<file path="src/rtl/uart_pkg.sv">
// Shared definitions for the APB UART controller: register map, STATUS/CTRL
// bit positions and the TX sequencer state encoding.
package uart_pkg;

    localparam logic [7:0] ADDR_TXDATA  = 8'h00;
    localparam logic [7:0] ADDR_RXDATA  = 8'h01;
    localparam logic [7:0] ADDR_STATUS  = 8'h02;
    localparam logic [7:0] ADDR_CTRL    = 8'h03;
    localparam logic [7:0] ADDR_BAUDDIV = 8'h04;

    localparam int ST_TX_FULL    = 0;
    localparam int ST_TX_EMPTY   = 1;
    localparam int ST_TX_BUSY    = 2;
    localparam int ST_RX_VALID   = 3;
    localparam int ST_RX_OVERRUN = 4;
    localparam int ST_TX_DROP    = 5;

    localparam int CTRL_TX_EN      = 0;
    localparam int CTRL_IRQ_RX_EN  = 1;
    localparam int CTRL_IRQ_TXE_EN = 2;

    typedef enum logic [1:0] {
        TX_IDLE = 2'd0,
        TX_LOAD = 2'd1,
        TX_BUSY = 2'd2
    } tx_state_t;

endpackage

</file>
<file path="src/rtl/uart_tx_fifo.sv">
// Byte FIFO for the transmit path; pointers carry one extra wrap bit so
// full and empty are distinguishable without a separate counter.
module uart_tx_fifo #(
    parameter int TX_DEPTH = 4
) (
    input  logic       clk,
    input  logic       rst_n,
    input  logic       push,
    input  logic       pop,
    input  logic [7:0] din,
    output logic       full,
    output logic       empty,
    output logic [7:0] dout
);

    localparam int AW = $clog2(TX_DEPTH);

    logic [7:0]  mem [TX_DEPTH];
    logic [AW:0] wr_ptr;
    logic [AW:0] rd_ptr;

    assign empty = (wr_ptr == rd_ptr);
    assign full  = (wr_ptr[AW] != rd_ptr[AW]) && (wr_ptr[AW-1:0] == rd_ptr[AW-1:0]);
    assign dout  = mem[rd_ptr[AW-1:0]];

    // The caller only pushes when there is room (or a pop frees a slot this
    // cycle) and only pops when not empty.
    always_ff @(posedge clk or negedge rst_n) begin
        if (!rst_n) begin
            wr_ptr <= '0;
            rd_ptr <= '0;
        end else begin
            if (push) wr_ptr <= wr_ptr + 1'b1;
            if (pop)  rd_ptr <= rd_ptr + 1'b1;
        end
    end

    always_ff @(posedge clk) begin
        if (push) mem[wr_ptr[AW-1:0]] <= din;
    end

endmodule

</file>
<file path="src/rtl/uart_apb_ctrl.sv">
// APB register front-end for a UART: TX FIFO plus launch sequencer, RX holding
// register, sticky error flags, control/baud registers and a level interrupt.
module uart_apb_ctrl
    import uart_pkg::*;
#(
    parameter int         TX_DEPTH = 4,
    parameter logic [7:0] DIV_RST  = 8'd16
) (
    input  logic       PCLK,
    input  logic       PRESETn,
    input  logic       PSEL,
    input  logic       PENABLE,
    input  logic       PWRITE,
    input  logic [7:0] PADDR,
    input  logic [7:0] PWDATA,
    output logic [7:0] PRDATA,
    output logic       PREADY,
    output logic       PSLVERR,
    output logic       tx_start,
    output logic [7:0] tx_data,
    input  logic       tx_done,
    input  logic       rx_done,
    input  logic [7:0] rx_data,
    output logic [7:0] baud_div,
    output logic       irq
);

    // Bus handshake: an access is the single cycle with PSEL & PENABLE high;
    // PREADY is always 1, so every side effect happens exactly in that cycle.
    logic wr_acc, rd_acc, addr_mapped;
    logic wr_tx, wr_ctrl, wr_baud, wr_status, rd_rx;

    assign wr_acc      = PSEL & PENABLE & PWRITE;
    assign rd_acc      = PSEL & PENABLE & ~PWRITE;
    assign addr_mapped = (PADDR <= ADDR_BAUDDIV);
    assign wr_tx       = wr_acc & (PADDR == ADDR_TXDATA);
    assign wr_ctrl     = wr_acc & (PADDR == ADDR_CTRL);
    assign wr_baud     = wr_acc & (PADDR == ADDR_BAUDDIV);
    assign wr_status   = wr_acc & (PADDR == ADDR_STATUS);
    assign rd_rx       = rd_acc & (PADDR == ADDR_RXDATA);

    assign PREADY  = 1'b1;
    assign PSLVERR = PSEL & PENABLE & ~addr_mapped;

    tx_state_t  tx_state, tx_state_nxt;
    logic [2:0] ctrl_q;
    logic [7:0] baud_q, rx_hold, tx_data_q, status;
    logic       rx_valid, rx_overrun, tx_drop, tx_busy;
    logic       fifo_push, fifo_pop, fifo_full, fifo_empty;
    logic [7:0] fifo_dout;
    logic       ovr_set, drop_set;

    assign tx_busy   = (tx_state != TX_IDLE);
    assign fifo_pop  = (tx_state == TX_LOAD);
    assign fifo_push = wr_tx & (~fifo_full | fifo_pop);
    assign drop_set  = wr_tx & fifo_full & ~fifo_pop;
    // A read in the same cycle consumes the old byte, so that is not an overrun.
    assign ovr_set   = rx_done & rx_valid & ~rd_rx;

    uart_tx_fifo #(.TX_DEPTH(TX_DEPTH)) u_tx_fifo (
        .clk   (PCLK),
        .rst_n (PRESETn),
        .push  (fifo_push),
        .pop   (fifo_pop),
        .din   (PWDATA),
        .full  (fifo_full),
        .empty (fifo_empty),
        .dout  (fifo_dout)
    );

    always_ff @(posedge PCLK or negedge PRESETn) begin
        if (!PRESETn) tx_state <= TX_IDLE;
        else          tx_state <= tx_state_nxt;
    end

    always_comb begin
        tx_state_nxt = tx_state;
        tx_start     = 1'b0;
        case (tx_state)
            TX_IDLE: if (ctrl_q[CTRL_TX_EN] && !fifo_empty) tx_state_nxt = TX_LOAD;
            TX_LOAD: begin
                tx_start     = 1'b1;
                tx_state_nxt = TX_BUSY;
            end
            TX_BUSY: if (tx_done) tx_state_nxt = TX_IDLE;
            default: tx_state_nxt = TX_IDLE;
        endcase
    end

    // The head byte is presented during LOAD and held from then until the next launch.
    assign tx_data = (tx_state == TX_LOAD) ? fifo_dout : tx_data_q;

    always_ff @(posedge PCLK or negedge PRESETn) begin
        if (!PRESETn) begin
            tx_data_q  <= 8'h00;
            ctrl_q     <= 3'b000;
            baud_q     <= DIV_RST;
            rx_hold    <= 8'h00;
            rx_valid   <= 1'b0;
            rx_overrun <= 1'b0;
            tx_drop    <= 1'b0;
        end else begin
            if (fifo_pop) tx_data_q <= fifo_dout;
            if (wr_ctrl)  ctrl_q    <= PWDATA[2:0];
            if (wr_baud)  baud_q    <= PWDATA;
            if (rx_done) begin
                rx_hold  <= rx_data;
                rx_valid <= 1'b1;
            end else if (rd_rx) begin
                rx_valid <= 1'b0;
            end
            if (ovr_set)                                   rx_overrun <= 1'b1;
            else if (wr_status && PWDATA[ST_RX_OVERRUN])   rx_overrun <= 1'b0;
            if (drop_set)                                  tx_drop    <= 1'b1;
            else if (wr_status && PWDATA[ST_TX_DROP])      tx_drop    <= 1'b0;
        end
    end

    always_comb begin
        status                = 8'h00;
        status[ST_TX_FULL]    = fifo_full;
        status[ST_TX_EMPTY]   = fifo_empty;
        status[ST_TX_BUSY]    = tx_busy;
        status[ST_RX_VALID]   = rx_valid;
        status[ST_RX_OVERRUN] = rx_overrun;
        status[ST_TX_DROP]    = tx_drop;
    end

    always_comb begin
        PRDATA = 8'h00;
        if (rd_acc) begin
            case (PADDR)
                ADDR_RXDATA:  PRDATA = rx_hold;
                ADDR_STATUS:  PRDATA = status;
                ADDR_CTRL:    PRDATA = {5'b00000, ctrl_q};
                ADDR_BAUDDIV: PRDATA = baud_q;
                default:      PRDATA = 8'h00;
            endcase
        end
    end

    assign baud_div = baud_q;
    assign irq = (ctrl_q[CTRL_IRQ_RX_EN] & rx_valid) |
                 (ctrl_q[CTRL_IRQ_TXE_EN] & fifo_empty & ~tx_busy);

endmodule

</file>
<file path="config.mk">
export PLATFORM = sky130hd
export DESIGN_NAME = uart_apb_ctrl
export DESIGN_NICKNAME = d
export VERILOG_FILES = /design/src/rtl/uart_pkg.sv /design/src/rtl/uart_tx_fifo.sv /design/src/rtl/uart_apb_ctrl.sv
export SDC_FILE = /design/constraint.sdc
export NUM_CORES = 1
export LEC_CHECK = 0
export ABC_AREA = 1
export ABC_CLOCK_PERIOD_IN_PS = 1800
export CAP_MARGIN = 25
export CELL_PAD_IN_SITES_DETAIL_PLACEMENT = 1
export CELL_PAD_IN_SITES_GLOBAL_PLACEMENT = 2
export CORE_MARGIN = 2
export CORE_UTILIZATION = 29
export DETAILED_ROUTE_END_ITERATION = 7
export GPL_TIMING_DRIVEN = 0
export PLACE_DENSITY = 0.73
export SLEW_MARGIN = 25
export SYNTH_ARGS = -nofsm -noshare
export SYNTH_HDL_FRONTEND = slang
export SYNTH_SLANG_ARGS = --single-unit
</file>
<file path="constraint.sdc">
create_clock -name PCLK -period 1.8 [get_ports PCLK]
set_clock_uncertainty 0.05 [all_clocks]
set_input_delay 0.54 -clock PCLK [delete_from_list [all_inputs] [get_ports PCLK]]
set_output_delay 0.54 -clock PCLK [all_outputs]
set_load 0.02 [all_outputs]
</file>
# Word-level counts from Yosys, hierarchy flattened

Memories as Yosys holds them, arrays and structs flattened.
Index checks and enable logic that the tools add are counted.

$add $sub $neg: 2
Magnitude comparators: 1
Equal/unequal tests: 11
Muxes and demuxes: 15
Bitwise operators: 25
Reduce and logical (&&, ||, !) cells: 12

Operators with widths:

| kind                                                           | number |
|---|---|
| case mux 8 bit (4 select lines)                                | 1 |
| AND 1 bit                                                      | 17 |
| equality test 8 x 2 -> 1 bit, second input constant            | 2 |
| two-way mux 8 bit                                              | 2 |
| two-way mux 1 bit                                              | 9 |
| equality test 8 x 1 -> 1 bit, second input constant            | 1 |
| equality test 8 x 3 -> 1 bit, second input constant            | 1 |
| less-or-equal comparator 8 x 3 -> 1 bit, second input constant | 1 |
| logical NOT 8 bit                                              | 1 |
| nonzero test 2 bit                                             | 4 |
| adder 3 x 1 -> 3 bit, second input constant                    | 2 |
| inverter 1 bit                                                 | 6 |
| case mux 2 bit (3 select lines)                                | 1 |
| logical AND 1 bit                                              | 4 |
| two-way mux 2 bit                                              | 2 |
| inequality test 2 bit, second input constant                   | 2 |
| equality test 3 bit                                            | 1 |
| equality test 2 x 1 -> 1 bit, second input constant            | 1 |
| equality test 2 bit                                            | 1 |
| equality test 2 bit, second input constant                     | 1 |
| logical NOT 2 bit                                              | 1 |
| bitwise OR 1 bit                                               | 2 |
| AND reduction 2 bit                                            | 1 |
| logical NOT 1 bit                                              | 1 |
| inequality test 1 bit                                          | 1 |

Register bits: 38
Bits in writable memories: 32
Input port bits: 31
Output and inout bits: 28
Word-level logic and storage cells: 77
Memories: 1

Memory list:

| name          | depth | width | read ports | clocked after Yosys merged registers in | wr ports | RTL line           | text |
|---|---|---|---|---|---|---|---|
| u_tx_fifo.mem | 4     | 8     | 1          | 0                                       | 1        | uart_tx_fifo.sv:18 | `logic [7:0] mem [TX_DEPTH];` |

# Longest topological paths before layout

Depth in word-level cells: 7
Gate-level depth with buffers: 9
Depth with buffers taken out: 8

# Cells and area by module

From an unflattened synthesis, not the netlist that was laid out.

Cell total of the unflattened synthesis: 372
Area total of the unflattened synthesis: 3,429.5 µm²

Modules (own cells, without submodules):

| module        | times used | cells an instance | area an instance (µm²) | seq. area each (µm²) |
|---|---|---|---|---|
| uart_apb_ctrl | 1          | 229               | 1,729.2                | 802.0 |
| uart_tx_fifo  | 1          | 143               | 1,700.4                | 1,111.1 |

# Worst setup path before layout

OpenSTA, ideal clock, no wires.

Kind: input to output
Start: input port PADDR[5]
End: output port PRDATA[6]
Arrival time: 1,536 ps
Required time: 1,210 ps
Setup slack: -326 ps
Stages: 5
Buffers on the path: 0
Cells stage by stage: nor2_2 -> nand2_4 -> nor2_4 -> nand3_1 -> o21ai_0

Longest elaborated chain between the ends: 3
Elaborated cells on any way between the ends: 6
Classes of those cells: eq/ne (4); mux (2)

RTL lines:

| what                                                 | RTL line             | text |
|---|---|---|
| start, declared                                      | uart_apb_ctrl.sv:14  | `input logic [7:0] PADDR,` |
| equality test 8 x 3 -> 1 bit (tied with other cells) | uart_apb_ctrl.sv:132 | `case (PADDR)` |
| case mux 8 bit (4 select lines) (*)                  | uart_apb_ctrl.sv:132 |  |
| two-way mux 8 bit (*)                                | uart_apb_ctrl.sv:131 | `if (rd_acc) begin` |
| end, declared                                        | uart_apb_ctrl.sv:16  | `output logic [7:0] PRDATA,` |

Every way passes the cells marked *; elsewhere a longest branch is shown, timed or not.

# Final worst setup path

Start: input port PADDR[4]
End: output port PRDATA[1]

The elaborated chain is that of the path after synthesis.

==> flow_metrics.tcl <==
set metrics [dict create \
    layout_common_cells "sky130_fd_sc_hd__nand2_1, sky130_fd_sc_hd__buf_4, sky130_fd_sc_hd__nor2_1" \
    drive_above_1_share 0.406 \
    cts_tree "built" \
    cts-htree-levels 3 \
    run_status "finished with violations" \
    adder_and_majority_cell_fraction_of_the_synthesized_area 0.0192 \
    syn_to_final_growth_pct 57.1 \
    grt_start_max_net_pins 28 \
    most_common_cell_after_layout_fill_and_taps_aside "sky130_fd_sc_hd__nand2_1" \
    grt_pass1_wl_um 14800 \
    critical_path.reg2reg.startpoint "u_tx_fifo.rd_ptr[1]$_DFFE_PN0N_" \
    proportion_of_synthesized_area_in_mux_cells 0 \
    worstPathRequired_ns 1.21 \
    detailed_route_iter0_violations 80 \
    initial_core_util 0.300 \
    detailroute.via_count 2780 \
    setup_viol 51 \
    finalMaxSlewViolations 0 \
    place_inst 546 \
    cts.hold.buffers_added 0 \
    cp-start-kind "input pin" \
    leakage_nw 2.17 \
    final_net_count 501 \
    yosys_warnings 0 \
    violations "setup timing" \
    ys_seq_area_frac 0.586 \
    cts-buffers-inserted 9 \
    syn_avg_cell_area_um2 9.38 \
    synth_top_area_share 0.294 \
    async_reset_ff_frac 0.543 \
    finalCritPeriodShare 1.26 \
    num_antenna_cells 0 \
    clk_path_buf_depth 2 \
    post-place-ws_ns -1.38 \
    power_frac_comb 0.083 \
    post_route_cell_area_mm2 0.00512 \
    globalRouteTotalUtil 0.165 \
    area.sequential_mm2 0.00191 \
    internal-power_mw 2.47 \
    dp_hpwl_um 6390 \
    postSynth.topFlopCell "sky130_fd_sc_hd__dfrtp_1" \
    insertion_delay_ns 0.35 \
    critical_path_arrival_ns 1.68 \
    chipWidth_um 110 \
    viasPerCell 4.56 \
    number_of_distinct_library_cell_variants_in_the_gate_level_netlist_after_synthesis 30 \
    fin_worst_hold_slack_ns 0.0215 \
    die_h_um 110 \
    multiInputGateArea_mm2 0.00155 \
    postSynthNetCount 384 \
    io_pins 59 \
    class_of_the_tightest_hold_or_removal_check "in -> async" \
    cts.clk_slew.worst_paths_ns 0.09 \
    postPlaceCellArea_mm2 0.00416 \
    finalNonFillerCells 610 \
    synth-compound-area-share 0.0813 \
    final_critical_path_setup_slack_ns -0.472 \
    antenna_found_initial 0 \
    synth-xor-area-share 0.0107 \
    cts_num_sinks 70 \
    placement_rows 38 \
    layout.filler_cells 1240 \
    synth_area_leader_cell "sky130_fd_sc_hd__edfxtp_1" \
    synthesis.area_mm2 0.00326 \
    core_mm2 0.0109 \
    maximum_clock_frequency_mhz 440 \
    clock_power_share 0.396 \
    post_synth_inst_count 348 \
    end_kind "primary output" \
    design.die.area_mm2 0.0121 \
    peak_vdd_ir_v 0.000301 \
    netSwitchingFraction 0.248 \
    timing.rr.end "u_tx_fifo.mem[3][4]$_DFFE_PP_" \
    net_switching_power_mw 0.813 \
    worst-r2r-setup-slack_ns -0.10 \
    wire_per_inst_um 15.7 \
    drt-total-wl_um 9600 \
    max_fanout_on_critical_path 4 \
    cts-root-buf "sky130_fd_sc_hd__clkbuf_8" \
    power_per_cell_area_mw_per_mm2 640 \
    vias_in_the_first_global_route 2958 \
    fin_setup_tns_ns -9.98 \
    synth_simple_gate_area_frac 0.243 \
    combinational_family_with_the_most_area_after_synthesis "simple AND/OR/NAND/NOR gates" \
    finalCriticalPeriod_ns 2.27 \
    drt_first_pass_iters 4 \
    max_capacitance_violation_total 0 \
    final_hold_viol_count 0 \
    synth-edff-count 32 \
    grt_overflow 0 \
    synth_seq_cells 70 \
    rsz0062_at_grt "yes" \
    sequentialPowerShare 0.521 \
    finalPower_mw 3.28 \
    total_drc_errors_in_the_routed_layout 0 \
    worst-setup-path-type "in -> out" \
    detail-route-antenna-nets 0 \
    final_util 0.471 \
    place.gp.congestion 0.770 \
    netlist_top_cells_area "sky130_fd_sc_hd__edfxtp_1, sky130_fd_sc_hd__dfrtp_1, sky130_fd_sc_hd__nand2_1, sky130_fd_sc_hd__nor2_1, sky130_fd_sc_hd__o21ai_0" \
    port_buffers 57 \
    count_of_cells_along_the_worst_register_to_register_path 10 \
]
-- cell type report --
class | count | share of cell area
sequential | 70 | 0.374
buffer | 10 | 0.0212
inverter | 31 | 0.0286
multi-input combinational | 237 | 0.302
timing repair buffer | 106 | 0.202
clock inverter | 6 | 0.0137
tap | 140 | 0.0342
clock buffer | 10 | 0.0249
-- logic make-up after synthesis --
group,after synthesis
AO/OA/AOI/OAI,51
XOR/XNOR,4
adder cells (fa/ha/maj),5
buffers and inverters,41
flip-flops,70
other,1
AND/OR/NAND/NOR,176
-- worst max-delay path: stages --
cell and delay [ns]:
sky130_fd_sc_hd__buf_6 0.10, sky130_fd_sc_hd__nor2_4 0.11, sky130_fd_sc_hd__nand2_4 0.10, sky130_fd_sc_hd__clkinv_4 0.08, sky130_fd_sc_hd__nand2_8 0.06, sky130_fd_sc_hd__buf_6 0.13, sky130_fd_sc_hd__nand2_4 0.08, sky130_fd_sc_hd__nand3_4 0.10
sky130_fd_sc_hd__buf_6 0.15, sky130_fd_sc_hd__nor2_4 0.11, sky130_fd_sc_hd__buf_6 0.12
-- what timing repair did --
action,CTS,global route
setup buffers,34,12
gates cloned,1,1
gates resized for setup,238,45
setup endpoints to repair,63,52
pin swaps,27,27
-- layer usage --
metal  vias up  wire length, um  share of wire  GRT usage
met5         -                0              0          0
met1      1348             4140           0.43      0.199
met4         0               60         0.0063     0.0371
met2        63             5010           0.52      0.293
met3         6              388          0.040     0.0423
li1       1363                -              -          -
-- worst max path at each step --
| stage | slack (ns) | end | start |
|---|---|---|---|
| 2_1_floorplan | -0.20 | PRDATA[0] | PADDR[7] |
| 3_3_place_gp | -1.36 | PRDATA[6] | PADDR[0] |
| 3_5_place_dp | -1.38 | PRDATA[6] | PADDR[0] |
| 4_1_cts | -0.51 | PRDATA[1] | u_tx_fifo.rd_ptr[0]$_DFFE_PN0N_ |
| 5_1_grt | -0.57 | tx_data[5] | u_tx_fifo.rd_ptr[0]$_DFFE_PN0N_ |
| 6_report | -0.47 | PRDATA[1] | PADDR[4] |
-- cells in the mapped netlist, types with 4 or more instances --
library cell	instances
sky130_fd_sc_hd__inv_1	28
sky130_fd_sc_hd__o21ai_1	5
sky130_fd_sc_hd__nor2_4	4
sky130_fd_sc_hd__dfrtp_1	37
sky130_fd_sc_hd__o21ai_0	38
sky130_fd_sc_hd__ha_1	5
sky130_fd_sc_hd__buf_2	4
sky130_fd_sc_hd__nand2_1	75
sky130_fd_sc_hd__nand3_1	16
sky130_fd_sc_hd__a31oi_1	8
sky130_fd_sc_hd__nor2_1	68
sky130_fd_sc_hd__edfxtp_1	32
-- power groups by stage --
stage	Clock [mW]	Combinational, mW	Sequential (mW)
detailed placement	0	0.231	1.74
global route	1.41	0.301	1.71
floorplan	0	0.0802	1.74
global placement	0	0.223	1.74
CTS	1.33	0.263	1.71
finish	1.30	0.273	1.71
-- sequential cells by signal (all words and copies together), names as in the netlist --
register	flops
tx_drop	1
ctrl_q	3
tx_state	2
rx_overrun	1
u_tx_fifo.wr_ptr	3
rx_valid	1
u_tx_fifo.rd_ptr	3
u_tx_fifo.mem	32
rx_hold	8
tx_data_q	8
baud_div	8
Power figures use the tool's default switching activity.
